`src/rtl/bus_pkg.sv`:
```
// Shared bus definitions: ID width, broadcast ID and destination extraction.
// Imported by the endpoint RTL and by bus driver/monitor code alike.
package bus_pkg;

  localparam int unsigned ID_W      = 8;
  localparam int unsigned PKT_MAX_W = 64;

  typedef logic [ID_W-1:0] bus_id_t;

  localparam bus_id_t BROADCAST_ID = 8'hFF;

  // Destination ID sits in the top ID_W bits of a pkt_w-bit packet; callers
  // zero-extend their packet to PKT_MAX_W before calling.
  function automatic bus_id_t get_dst(input logic [PKT_MAX_W-1:0] pkt,
                                      input int unsigned          pkt_w);
    return bus_id_t'(pkt >> (pkt_w - ID_W));
  endfunction

endpackage

```
`src/rtl/rx_fifo.sv`:
```
// Synchronous FIFO with head-of-queue read port, occupancy count and
// simultaneous read/write. Caller only asserts rd_en when not empty.
module rx_fifo #(
  parameter int unsigned width = 16,
  parameter int unsigned depth = 8
) (
  input  logic                       clk,
  input  logic                       reset,
  input  logic                       wr_en,
  input  logic [width-1:0]           wr_data,
  input  logic                       rd_en,
  output logic [width-1:0]           rd_data,
  output logic [$clog2(depth):0]     count,
  output logic                       full,
  output logic                       empty
);

  localparam int unsigned AW = $clog2(depth);
  localparam int unsigned CW = AW + 1;

  logic [width-1:0] mem_q [depth];
  logic [width-1:0] mem_d [depth];
  logic [AW-1:0]    wr_ptr_q, wr_ptr_d;
  logic [AW-1:0]    rd_ptr_q, rd_ptr_d;
  logic [CW-1:0]    count_q, count_d;

  always_comb begin
    mem_d    = mem_q;
    wr_ptr_d = wr_ptr_q;
    rd_ptr_d = rd_ptr_q;
    count_d  = count_q;
    if (wr_en) begin
      mem_d[wr_ptr_q] = wr_data;
      wr_ptr_d        = wr_ptr_q + AW'(1);
    end
    if (rd_en) begin
      rd_ptr_d = rd_ptr_q + AW'(1);
    end
    case ({wr_en, rd_en})
      2'b10:   count_d = count_q + CW'(1);
      2'b01:   count_d = count_q - CW'(1);
      default: count_d = count_q;
    endcase
  end

  // Memory is cleared on reset so the head-of-queue output reads 0 afterwards.
  always_ff @(posedge clk) begin
    if (reset) begin
      mem_q    <= '{default: '0};
      wr_ptr_q <= '0;
      rd_ptr_q <= '0;
      count_q  <= '0;
    end else begin
      mem_q    <= mem_d;
      wr_ptr_q <= wr_ptr_d;
      rd_ptr_q <= rd_ptr_d;
      count_q  <= count_d;
    end
  end

  assign rd_data = mem_q[rd_ptr_q];
  assign count   = count_q;
  assign full    = (count_q == CW'(depth));
  assign empty   = (count_q == '0);

endmodule

```
`src/rtl/bus_rx_endpoint.sv`:
```
// Bus receive endpoint: address filter, FIFO buffering, sticky overflow flag.
// Define BUS_RX_STATS_EN to add the saturating rx_drop_cnt output.
module bus_rx_endpoint
  import bus_pkg::*;
#(
  parameter int unsigned pckg_sz   = 16,
  parameter int unsigned depth     = 8,
  parameter bus_id_t     id        = 8'h00,
  parameter bus_id_t     broadcast = BROADCAST_ID
) (
  input  logic                    clk,
  input  logic                    reset,
  input  logic                    push,
  input  logic [pckg_sz-1:0]      D_push,
  output logic                    rx_valid,
  input  logic                    rx_ready,
  output logic [pckg_sz-1:0]      rx_data,
  output logic [$clog2(depth):0]  rx_count,
  output logic                    rx_full,
  output logic                    rx_overflow,
  input  logic                    ovf_clr
`ifdef BUS_RX_STATS_EN
  ,
  output logic [15:0]             rx_drop_cnt
`endif
);

  bus_id_t dst;
  logic    match;
  logic    pop;
  logic    wr_en;
  logic    drop;
  logic    empty;
  logic    overflow_q, overflow_d;

  assign dst   = get_dst(PKT_MAX_W'(D_push), pckg_sz);
  assign match = push && ((dst == id) || (dst == broadcast));
  assign pop   = rx_valid && rx_ready;
  // A pop in the same cycle frees the slot, so a full FIFO still accepts.
  assign wr_en = match && (!rx_full || pop);
  assign drop  = match && rx_full && !pop;

  rx_fifo #(
    .width (pckg_sz),
    .depth (depth)
  ) u_fifo (
    .clk     (clk),
    .reset   (reset),
    .wr_en   (wr_en),
    .wr_data (D_push),
    .rd_en   (pop),
    .rd_data (rx_data),
    .count   (rx_count),
    .full    (rx_full),
    .empty   (empty)
  );

  assign rx_valid = !empty;

  always_comb begin
    overflow_d = overflow_q;
    if (drop) begin
      overflow_d = 1'b1;
    end else if (ovf_clr) begin
      overflow_d = 1'b0;
    end
  end

  always_ff @(posedge clk) begin
    if (reset) begin
      overflow_q <= 1'b0;
    end else begin
      overflow_q <= overflow_d;
    end
  end

  assign rx_overflow = overflow_q;

`ifdef BUS_RX_STATS_EN
  logic [15:0] drop_cnt_q, drop_cnt_d;

  // Clear restarts the count, so a drop coinciding with it counts as the first.
  always_comb begin
    drop_cnt_d = drop_cnt_q;
    if (ovf_clr) begin
      drop_cnt_d = drop ? 16'd1 : 16'd0;
    end else if (drop && (drop_cnt_q != 16'hFFFF)) begin
      drop_cnt_d = drop_cnt_q + 16'd1;
    end
  end

  always_ff @(posedge clk) begin
    if (reset) begin
      drop_cnt_q <= '0;
    end else begin
      drop_cnt_q <= drop_cnt_d;
    end
  end

  assign rx_drop_cnt = drop_cnt_q;
`endif

endmodule

```
`config.mk`:
```
export PLATFORM = sky130hd
export DESIGN_NAME = bus_rx_endpoint
export DESIGN_NICKNAME = d
export VERILOG_FILES = /design/src/rtl/bus_pkg.sv /design/src/rtl/rx_fifo.sv /design/src/rtl/bus_rx_endpoint.sv
export SDC_FILE = /design/constraint.sdc
export NUM_CORES = 1
export LEC_CHECK = 0
export CAP_MARGIN = 20
export CORE_MARGIN = 10
export CORE_UTILIZATION = 45
export DETAILED_ROUTE_END_ITERATION = 7
export GPL_ROUTABILITY_DRIVEN = 0
export SETUP_SLACK_MARGIN = 0.2
export SLEW_MARGIN = 10
export SYNTH_ARGS = -nofsm -noshare
export SYNTH_HDL_FRONTEND = slang
export SYNTH_SLANG_ARGS = --single-unit
```
`constraint.sdc`:
```
create_clock -name clk -period 7 [get_ports clk]
set_input_delay 1.4 -clock clk [delete_from_list [all_inputs] [get_ports clk]]
set_output_delay 1.4 -clock clk [all_outputs]
set_load 0.02 [all_outputs]
```
Yosys cells after proc, flatten, opt, wreduce, memory -nomap -nowiden

Index checks and enable logic that the tools add are counted.
Widths: inputs -> output; s select.

Flip-flop bits (word level): 139
Latch bits: 0
Memory bits (writable): 0
Bits in read-only memories: 0
Input bits: 21
Output and inout bits: 23
Logic and storage cells: 49
Memories: 0

$add $sub $neg: 4
Multipliers: 0
Divide/modulo/power cells: 0
Order comparisons: 3
Equality and inequality tests: 4
Shift operators: 0
Muxes and demuxes: 9
Bitwise gates (word level): 2
Reduce and logical (&&, ||, !) cells: 15

Operators with widths:

| cell                | number |
|---|---|
| $bwmux 128          | 1 |
| $bmux 16 s3         | 1 |
| $demux 16 s3        | 1 |
| $mux 16             | 3 |
| $eq 8x8->1 const B  | 1 |
| $ge 4x4->1 const B  | 2 |
| $logic_not 8->1     | 1 |
| $not 3->4           | 2 |
| $pmux 4 s2          | 1 |
| $add 3x1->3 const B | 2 |
| $logic_and 1x1->1   | 6 |
| $add 4x1->4 const B | 1 |
| $eq 4x4->1 const B  | 1 |
| $logic_not 4->1     | 1 |
| $lt 4x1->1 const B  | 1 |
| $reduce_bool 2->1   | 2 |
| $sub 4x1->4 const B | 1 |
| $logic_not 1->1     | 3 |
| $eq 2x1->1 const B  | 1 |
| $eq 2x2->1 const B  | 1 |
| $logic_or 1x1->1    | 2 |
| $mux 1              | 2 |

Depth between registers and ports, before layout

Gate-level depths: netlist of the first run.

Depth in word-level cells: 7
Depth in mapped cells: 12
Depth with buffers taken out: 11

Modules after synthesis

A second synthesis of the first run with hierarchy kept.

Cell total of the unflattened synthesis: 714
Area, all modules: 6237.2 um2

Modules (own cells, without submodules):

| module          | times used | cells an instance | area an instance (um2) | seq. area each (um2) |
|---|---|---|---|---|
| rx_fifo         | 1          | 699               | 6134.6                 | 2762.6 |
| bus_rx_endpoint | 1          | 15                | 102.6                  | 20.0 |

Worst setup path before layout of the first run

No wires, ideal clock.

Path type: input port to flip-flop
Start: input port D_push[12]
End: register u_fifo.count_q[2], in the netlist u_fifo.count[2]
Library setup time: 70 ps
Arrival time: 3624 ps
Required time: 6930 ps
Path slack: 3306 ps
Stages: 11
Path buffers: 0
Path through: or4_1 nor2_4 o211a_1 inv_1 ha_1 xor2_1 ha_1 a21oi_1 xor2_1 or3_1 a21oi_1

Cells in the longest elaborated chain, start to end: 6
Elaborated cells on any way between the ends: 9
Classes of those cells: eq/ne: 3; mux: 1; reduce/logical: 5

Ends and longest elaborated chain:

| what                                            | RTL line              | text |
|---|---|---|
| start: declaration                              | bus_rx_endpoint.sv:14 | `input logic [pckg_sz-1:0] D_push,` |
| $eq 8x8->1 or $logic_not 8->1 (tied branches)   | bus_rx_endpoint.sv:37 | `assign match = push && ((dst == id) \|\| (dst == broadcast));` |
| $logic_or 1x1->1 *                              | bus_rx_endpoint.sv:37 |  |
| $logic_and 1x1->1 *                             | bus_rx_endpoint.sv:37 |  |
| $logic_and 1x1->1 *                             | bus_rx_endpoint.sv:40 | `assign wr_en = match && (!rx_full \|\| pop);` |
| $eq 2x1->1 or $eq 2x2->1 (tied branches)        | rx_fifo.sv:39         | `case ({wr_en, rd_en})` |
| $pmux 4 s2 or $reduce_bool 2->1 (tied branches) | -                     |  |
| end signal: assignment                          | rx_fifo.sv:57         | `count_q <= count_d;` |
| end: declaration                                | rx_fifo.sv:25         | `logic [CW-1:0] count_q, count_d;` |

Every way passes the cells marked *; elsewhere a longest branch is shown, timed or not.
A chain may end at the register's enable or synchronous reset.

Worst setup path in the final report of the first run

Start: register u_fifo.rd_ptr_q[1]
End: output port rx_data[14]

Cells in the longest elaborated chain, start to end: 4

Ends and longest elaborated chain:

| what                                        | RTL line              | text |
|---|---|---|
| start: declaration                          | rx_fifo.sv:24         | `logic [AW-1:0] rd_ptr_q, rd_ptr_d;` |
| start signal: assignment                    | rx_fifo.sv:56         | `rd_ptr_q <= rd_ptr_d;` |
| $not 3->4 (not written as such)             | rx_fifo.sv:61         | `assign rd_data = mem_q[rd_ptr_q];` |
| $bmux 16 s3                                 | rx_fifo.sv:61         |  |
| $mux 16 (not written as such) (2 in series) | rx_fifo.sv:61         |  |
| end: declaration                            | bus_rx_endpoint.sv:17 | `output logic [pckg_sz-1:0] rx_data,` |

No other way between the ends. The select of a mux whose other input is x is not followed.

==> results.toml, run 1 <==
[yosys]
yosysMostFrequentCell = "nand2b_1"
synth_cell_type_count = 43
synth_area_mm2 = 0.00646
seq_area_frac_synth_pct = 43.0
async_reset_ff_share_pct = 0
synth_top_area_cell = "dfxtp_1"
netlist.area_leader.share_pct = 43.0
synth_nets = 621
netlist_top_cells_count = "140 x nand2b_1, 139 x dfxtp_1, 66 x mux2i_1"
yosys-top-cells-area = "dfxtp_1 43%, nand2b_1 14%, mux4_2 11%, mux2i_1 10%, o21ai_0 4.9%"
ys.warnings.count = 0
synth_flop_cell = "dfxtp_1"
synth_edf_count = 0
netlist_instances = 595
syn_avg_cell_area_um2 = 10.9
ys_ff_latch = 139

[min_path]
min_path_type = "flop to flop"
hold_depth = 2
min_to = "rx_overflow"
min-delay-start = "rx_overflow"

[critical_path]
crit_type = "flop to output pin"
rr_endpoint = "u_fifo.count[2]"
start_kind = "flop"
reg2reg_from = "u_fifo.count[0]"
critPathRequiredTime_ns = 5.60
critPathMaxFanout = 34
r2r_cells = 11
r2r_setup_slack_ns = 4.03
arrival_ns = 2.94
end_kind = "output pin"

[timing]
report.final.setup_viol = 0
rsz0062_at_grt = "false"
finalCritPeriodShare_pct = 62.1
final_max_slew_viol_count = 0
slew_headroom_pct = 28.2
fin_skew_ns = 0.00955
period_minus_slack_ns = 4.34
hold_violations = 0
fmax_ghz = 0.230
worstMarginPinSlew_ns = 1.08
setup_tns_ns = 0

[cts]
clock_sinks = 139
clk_path_buf_depth = 2
root_buffer = "clkbuf_16"
cts_buffers = 17
cts_resized = 0
clk_latency_ns = 0.42
cts_setup_buffers = 0
ctsHtreeMaxLevel = 4
cts.reportedPaths.clkPinSlew_ns = 0.06
cts_tree = "built"
hold_buffers = 0

[floorplanning]
dieArea_mm2 = 0.0196
io-pin-count = 44
core_area_mm2 = 0.0140
rows = 43
start_util_pct = 46.2
fp.dieH_um = 140
dieWidth_um = 140

[detailed_routing]
via_per_inst = 5.45
wl_per_cell_um = 18.5
drt_first_pass_iters = 4
ant_nets = 0
drc = 0
dr_total_vias = 4401
wl_mm = 14.9
drt_iter0_drc = 280

[global_route]
grt.overflow.total = 0
grt_max_degree = 109
antenna_found_initial = 0
grt_pass1_wl_mm = 24.2
first_global_vias = 4453
grt_usage_pct = 15.5

[placed_design]
dpl.cell_count = 775
dp_hpwl_mm = 9.32
placed_area_mm2 = 0.00694
port_buffers = 43

[finish]
fillers = 1243
layout.cells.non_filler = 807
antenna_cells = 0
area.growth.synth_to_final_pct = 16.3
fin_area_mm2 = 0.00752
drive_gt1_share_pct = 15.3
final_nets = 640

[outcome]
status = "completed"

[job]
timing.max_cap.violations = 0

[power]
leakage_nw = 3.00
power_density_mw_per_mm2 = 229
ir_worst_vdd_mv = 0.172
==> layout by cell type (no fill, tap or decap), types with 7 or more instances in the layout <==
cell type	instances
clkbuf_16	17
nand2b_1	140
mux4_2	32
clkdlybuf4s50_1	42
o21ai_0	63
nor2_1	7
mux2_2	18
mux2i_1	66
dfxtp_1	137
==> through the flow <==
| stage | hold WS, ns | total power [mW] | setup WS, ns | util, % |
|---|---|---|---|---|
| final | 0.465 | 1.72 | 2.66 | 53.8 |
| after global routing | 0.480 | 1.78 | 2.52 | 53.8 |
| after CTS | 0.468 | 1.74 | 2.59 | 53.8 |
| after detailed placement | 0.458 | 0.859 | 2.29 | 49.6 |
| after global placement | 0.450 | 0.858 | 2.41 | 49.6 |
| after floorplan | 0.439 | 0.841 | 3.31 | - |
==> flip-flops by register name (all words and copies together), names as in the netlist <==
signal and flops:
u_fifo.rd_ptr_q 3, u_fifo.mem_q 128, u_fifo.count 4, u_fifo.wr_ptr_q 3
rx_overflow 1
==> power breakdown <==
part           internal, mW  leakage (nW)  total (mW)  switching, mW
combinational        0.0259          1.58      0.0491         0.0232
sequential            0.792          1.12       0.792       0.000588
clock                 0.558         0.294       0.879          0.321
==> cell families after synthesis <==
logic type / count (synthesis) / synth area share [%]
multiplexers: 116 / 24.5
flip-flops: 139 / 43.0
adder cells (fa/ha/maj): 5 / 0.968
XOR/XNOR: 5 / 0.677
AND/OR/NAND/NOR: 179 / 17.2
AO/OA/AOI/OAI: 101 / 10.2
buffers and inverters: 50 / 3.39
==> worst max-delay path, stage by stage (launching register included) <==
cell	delay (ns)
dfxtp_2	1.04
mux4_2	0.64
mux2_2	0.29
clkdlybuf4s50_1	0.54
==> cell type report <==
cell class                 instances  area [µm²]  area share, %
sequential                       139        2790           37.0
clock buffer                      24         492           6.54
multi-input combinational        406        3470           46.1
timing repair buffer              46         448           5.96
tap                              180         225           2.99
inverter                           4        15.0          0.200
clock inverter                     8        90.1           1.20
==> worst max-delay path by stage <==
stage	startpoint	end	slack, ns	cells past startpoint
finish	u_fifo.rd_ptr_q[1]	rx_data[14]	2.66	3
global route	u_fifo.rd_ptr_q[1]	rx_data[14]	2.52	3
CTS	u_fifo.rd_ptr_q[1]	rx_data[13]	2.59	3
detailed placement	D_push[12]	u_fifo.count[2]	2.29	12
global placement	D_push[12]	u_fifo.count[2]	2.41	12
floorplan	D_push[12]	u_fifo.count[2]	3.31	11
==> per-layer routing <==
metal | share of wire [%] | up-vias | global-route usage (%) | routed length [µm]
met1 | 45 | 2167 | 19.2 | 6730
met5 | 0 | - | 0 | 0
li1 | - | 2153 | - | -
met2 | 50 | 68 | 25.1 | 7470
met4 | 1.1 | 0 | 4.95 | 161
met3 | 3.8 | 13 | 4.49 | 565
Note: power is estimated with default switching activity, not from simulation.
==> run 2, diff against run 1 <==
==> constraint.sdc (replaced) <==
create_clock -name clk -period 4.2 [get_ports clk]
set_input_delay 0.84 -clock clk [delete_from_list [all_inputs] [get_ports clk]]
set_output_delay 0.84 -clock clk [all_outputs]
set_load 0.02 [all_outputs]
==> run 2 against run 1 <==
Effect of this change:
- critical path depth up 1
- utilization up 0.41 points
- critical endpoint is now rx_data[3]
- combinational power up 70%
- wire length about the same
- power up 67%
- global-route usage about the same
==> results.toml, run 2 (synthesis gave the netlist of run 1 again) <==
[power]
power_density_mw_per_mm2 = 379
power.total_mw = 2.87
ir_worst_vdd_mv = 0.297
leakage_nw = 3.03

[critical_path]
r2r_cells = 11
rr_endpoint = "u_fifo.count[2]"
critPathMaxFanout = 13
critical_path.slowest_cell = "clkdlybuf4s50_1"
crit_type = "flop to output pin"
arrival_ns = 2.56
crit_family = "buffers and inverters"
max_stage_delay_ns = 0.55
start_kind = "flop"
end_kind = "output pin"
r2r_setup_slack_ns = 1.23
crit_chain = "buf_4 > mux4_2 > mux2_2 > clkdlybuf4s50_1"
critPathRequiredTime_ns = 3.36
cp_num_buf_inv = 2
startpoint = "u_fifo.rd_ptr_q[1]"
reg2reg_from = "u_fifo.count[0]"

[finish]
final_cell_mix = "140 x nand2b_1, 137 x dfxtp_1, 66 x mux2i_1"
multiInputGateArea_mm2 = 0.00347
antenna_cells = 0
final_nets = 646
fin_area_mm2 = 0.00758
final_common_cell = "nand2b_1"
largest_register = "u_fifo.mem_q"
fillers = 1224
seqCellArea_mm2 = 0.00279
drive_gt1_share_pct = 16.1
area.growth.synth_to_final_pct = 17.2
largest_reg_flops = 128

[cts]
root_buffer = "clkbuf_16"
cts_resized = 0
ctsHtreeMaxLevel = 4
cts_tree = "built"
clock_sinks = 139
clk_latency_ns = 0.41
cts.reportedPaths.clkPinSlew_ns = 0.06
cts_buffers = 17
clk_path_buf_depth = 2
hold_buffers = 0
cts_setup_buffers = 0

[detailed_routing]
dr_total_vias = 4443
ant_nets = 0
drc = 0
drt_first_pass_iters = 4
wl_mm = 14.9
via_per_inst = 5.46
wl_per_cell_um = 18.3
drt_iter0_drc = 251

[floorplanning]
dieArea_mm2 = 0.0196
start_util_pct = 46.2
io-pin-count = 44
fp.dieH_um = 140
rows = 43
dieWidth_um = 140
core_area_mm2 = 0.0140

[global_route]
grt_busiest_layer = "met2"
met3_usage_pct = 4.39
gr-usage-met2_pct = 26.5
antenna_found_initial = 0
grt.overflow.total = 0
grt_pass1_wl_mm = 24.5
grt_max_degree = 87
met1_usage_pct = 18.3
first_global_vias = 4608
grt_usage_pct = 15.4

[min_path]
min_to = "rx_overflow"
min_path_type = "flop to flop"
min-delay-start = "rx_overflow"
hold_depth = 2

[timing]
setup_tns_ns = 0
finalCritPeriodShare_pct = 81.0
period_minus_slack_ns = 3.40
slew_headroom_pct = 29.2
rsz0062_at_grt = "false"
report.final.setup_viol = 0
fin_skew_ns = 0.00738
hold_violations = 0
fmax_ghz = 0.294
final_max_slew_viol_count = 0
hold_slack_ns = 0.465
worstMarginPinSlew_ns = 1.06

[job]
timing.max_cap.violations = 0

[placed_design]
dp_hpwl_mm = 9.64
port_buffers = 43
placed_area_mm2 = 0.00700

[outcome]
status = "completed"
[run 2: cell count changes in the layout (fill, tap and decap cells not counted), sizes merged]
cell,previous run,this run
buf,4,10
[run 2: routing by layer]
metal	up-vias	wire length (µm)
li1	2165	-
met1	2218	6520
met2	53	7770
met3	7	532
met4	0	94
met5	-	0
[run 2: power breakdown]
group	leakage, nW	total (mW)	internal [mW]	switching (mW)
sequential	1.12	1.32	1.32	0.000611
combinational	1.62	0.0834	0.0437	0.0397
clock	0.294	1.47	0.931	0.538
[run 2: how the worst max path moves through the flow]
stage                      endpoint  cells after the start
floorplan           u_fifo.count[2]                     11
global placement    u_fifo.count[2]                     12
detailed placement  u_fifo.count[2]                     12
CTS                      rx_data[3]                      4
global route             rx_data[3]                      4
finish                   rx_data[3]                      4
[run 2: final cells by class]
cell class	instances	share of cell area, %
clock buffer	24	6.49
sequential	139	36.8
tap	180	2.97
clock inverter	8	1.19
timing repair buffer	52	6.67
multi-input combinational	406	45.7
inverter	4	0.198
[run 2: stage by stage]
stage	setup slack (ns)	instances	utilization (%)
5_1_grt	0.715	813	54.2
3_3_place_gp	0.643	781	50.0
3_5_place_dp	0.562	781	50.0
2_1_floorplan	1.07	595	-
4_1_cts	0.763	813	54.2
6_report	0.798	813	54.2
[run 2: tightest hold or removal path: cells and delay by family (launching register included)]
| kind | cells | cell delay (ns) |
|---|---|---|
| AOI/OAI and AO/OA | 1 | 0.05 |
| and+or+nand+nor | 1 | 0.06 |
| DFF | 1 | 0.30 |
==> run 3, diff against run 2 <==
--- a/config.mk
+++ b/config.mk
@@ -10,6 +10,7 @@
 export CORE_UTILIZATION = 45
 export DETAILED_ROUTE_END_ITERATION = 7
 export GPL_ROUTABILITY_DRIVEN = 0
+export PLACE_DENSITY = 0.66
 export SETUP_SLACK_MARGIN = 0.2
 export SLEW_MARGIN = 10
 export SYNTH_ARGS = -nofsm -noshare
==> constraint.sdc (replaced) <==
create_clock -name clk -period 2.7 [get_ports clk]
set_input_delay 0.54 -clock clk [delete_from_list [all_inputs] [get_ports clk]]
set_output_delay 0.54 -clock clk [all_outputs]
set_load 0.02 [all_outputs]
==> run 3 against run 2 <==
Effect of this change:
- die area stayed put
- hold slack worse by 0.057 ns
- power is 65% higher
- combinational power is 64% higher
- critical path depth is 1 higher
- critical endpoint is now rx_data[10]
==> results.toml, run 3 (synthesis gave the netlist of run 1 again) <==
[timing]
slew_headroom_pct = 48.0
fin_skew_ns = 0.00591
period_minus_slack_ns = 2.57
worstMarginPinSlew_ns = 0.780
final_max_slew_viol_count = 0
hold_violations = 0
report.final.setup_viol = 0
fmax_ghz = 0.389
finalCritPeriodShare_pct = 95.1
hold_slack_ns = 0.409
rsz0062_at_grt = "true"

[finish]
antenna_cells = 0
final_cell_mix = "140 x nand2b_1, 137 x dfxtp_1, 66 x mux2i_1"
drive_gt1_share_pct = 26.4
largest_reg_flops = 128
fillers = 1148
largest_register = "u_fifo.mem_q"
final_nets = 687
area.growth.synth_to_final_pct = 26.3
final_common_cell = "nand2b_1"

[detailed_routing]
ant_nets = 0
wl_per_cell_um = 17.9
drt_first_pass_iters = 4
drc = 0
wl_mm = 15.3
via_per_inst = 5.38
drt_iter0_drc = 304
dr_total_vias = 4594

[cts]
clock_sinks = 139
cts.reportedPaths.clkPinSlew_ns = 0.06
cts_tree = "built"
clk_path_buf_depth = 2
clk_latency_ns = 0.43
root_buffer = "clkbuf_16"
cts_buffers = 17
ctsHtreeMaxLevel = 4

[floorplanning]
io-pin-count = 44
dieArea_mm2 = 0.0196
rows = 43
fp.dieH_um = 140
start_util_pct = 46.2
core_area_mm2 = 0.0140
dieWidth_um = 140

[critical_path]
max_stage_delay_ns = 0.53
critical_path.slowest_cell = "mux4_2"
cp_num_buf_inv = 3
worst_path_most_repeated_cell = "buf_6"
crit_type = "flop to output pin"
arrival_ns = 2.03
critPathMaxFanout = 6
end_kind = "output pin"
start_kind = "flop"
critPathRequiredTime_ns = 2.16
crit_chain = "buf_6 > buf_12 > mux4_2 > mux2_4 > buf_6"
crit_family = "multiplexers"

[power]
power.total_mw = 4.74
leakage_nw = 3.35
power_density_mw_per_mm2 = 580
ir_worst_vdd_mv = 0.524

[global_route]
grt_pass1_wl_mm = 25.0
first_global_vias = 4798
grt_max_degree = 76
antenna_found_initial = 0
grt_usage_pct = 15.9
grt.overflow.total = 0

[placed_design]
dp_hpwl_mm = 9.81
port_buffers = 43

[job]
timing.max_cap.violations = 0

[outcome]
status = "completed"

[min_path]
min_path_type = "input pin to flop"
run 3: changes by cell type in the layout (fill, tap and decap cells not counted), moves of 6 or more:
cell             change
buf_4               +29
buf_6               +21
clkbuf_2             +6
clkdlybuf4s50_1     -26
clkinvlp_4           +6
mux2_2              -11
mux2_4              +11
run 3: metrics by stage:
step	cells	instance area (µm²)	TNS, ns	utilization, %	setup WS [ns]
after global placement	803	7240	-0.574	51.8	-0.306
after global routing	854	8160	0	58.4	0.0851
after floorplan	595	6510	0	-	0.0336
after detailed placement	803	7240	-0.701	51.8	-0.331
after CTS	852	8110	0	58.0	0.116
final	854	8160	0	58.4	0.131
run 3: worst reg2reg max path, delay by kind of cell, from the launching register on:
| family | cells | cell delay, ns |
|---|---|---|
| xor+xnor | 2 | 0.29 |
| buf+inv | 1 | 0.08 |
| fa+ha+maj | 2 | 0.37 |
| compound gates | 2 | 0.16 |
| simple gates | 3 | 1.08 |
| flops | 1 | 0.35 |
run 3: repair_timing:
item                                    in CTS  in global routing
hold endpoints to repair                     0                  0
endpoints found under the setup margin      20                 18
gates resized for setup                    112                 31
setup buffers                               14                  2
gates cloned                                 3                  0
hold buffers                                 0                  0
pin swaps                                    7                 12
run 3: cell type report:
| cell class | instances | area (µm²) | area share (%) |
|---|---|---|---|
| Clock inverter | 15 | 223 | 2.73 |
| Sequential cell | 139 | 2790 | 34.2 |
| Multi-Input combinational cell | 406 | 3550 | 43.5 |
| Clock buffer | 17 | 425 | 5.21 |
| Timing Repair Buffer | 93 | 935 | 11.5 |
| Tap cell | 180 | 225 | 2.76 |
| Inverter | 4 | 15.0 | 0.184 |
run 3: report_power, final:
| part | internal, mW | switching [mW] | leakage [nW] |
|---|---|---|---|
| clock network | 1.64 | 0.915 | 0.298 |
| registers | 2.05 | 0.000888 | 1.12 |
| logic | 0.0730 | 0.0640 | 1.93 |
run 3: final timing paths:
path	from	end	slack (ns)	cells past startpoint
worst max-delay path	u_fifo.rd_ptr_q[0]	rx_data[10]	0.13	5
worst min-delay path	reset	rx_overflow	0.41	2
worst max register to register	u_fifo.count[3]	u_fifo.count[2]	0.32	10
worst min register to register	u_fifo.mem_q[45]	u_fifo.mem_q[45]	0.46	2
run 3: per-layer routing:
layer / part of all wire, % / wire length, µm / global-route usage, % / up-vias
met2: 51 / 7740 / 27.0 / 74
met3: 4.2 / 641 / 3.84 / 22
met5: 0 / 0 / 0 / -
met1: 44 / 6680 / 18.7 / 2241
met4: 1.6 / 248 / 6.68 / 0
li1: - / - / - / 2257
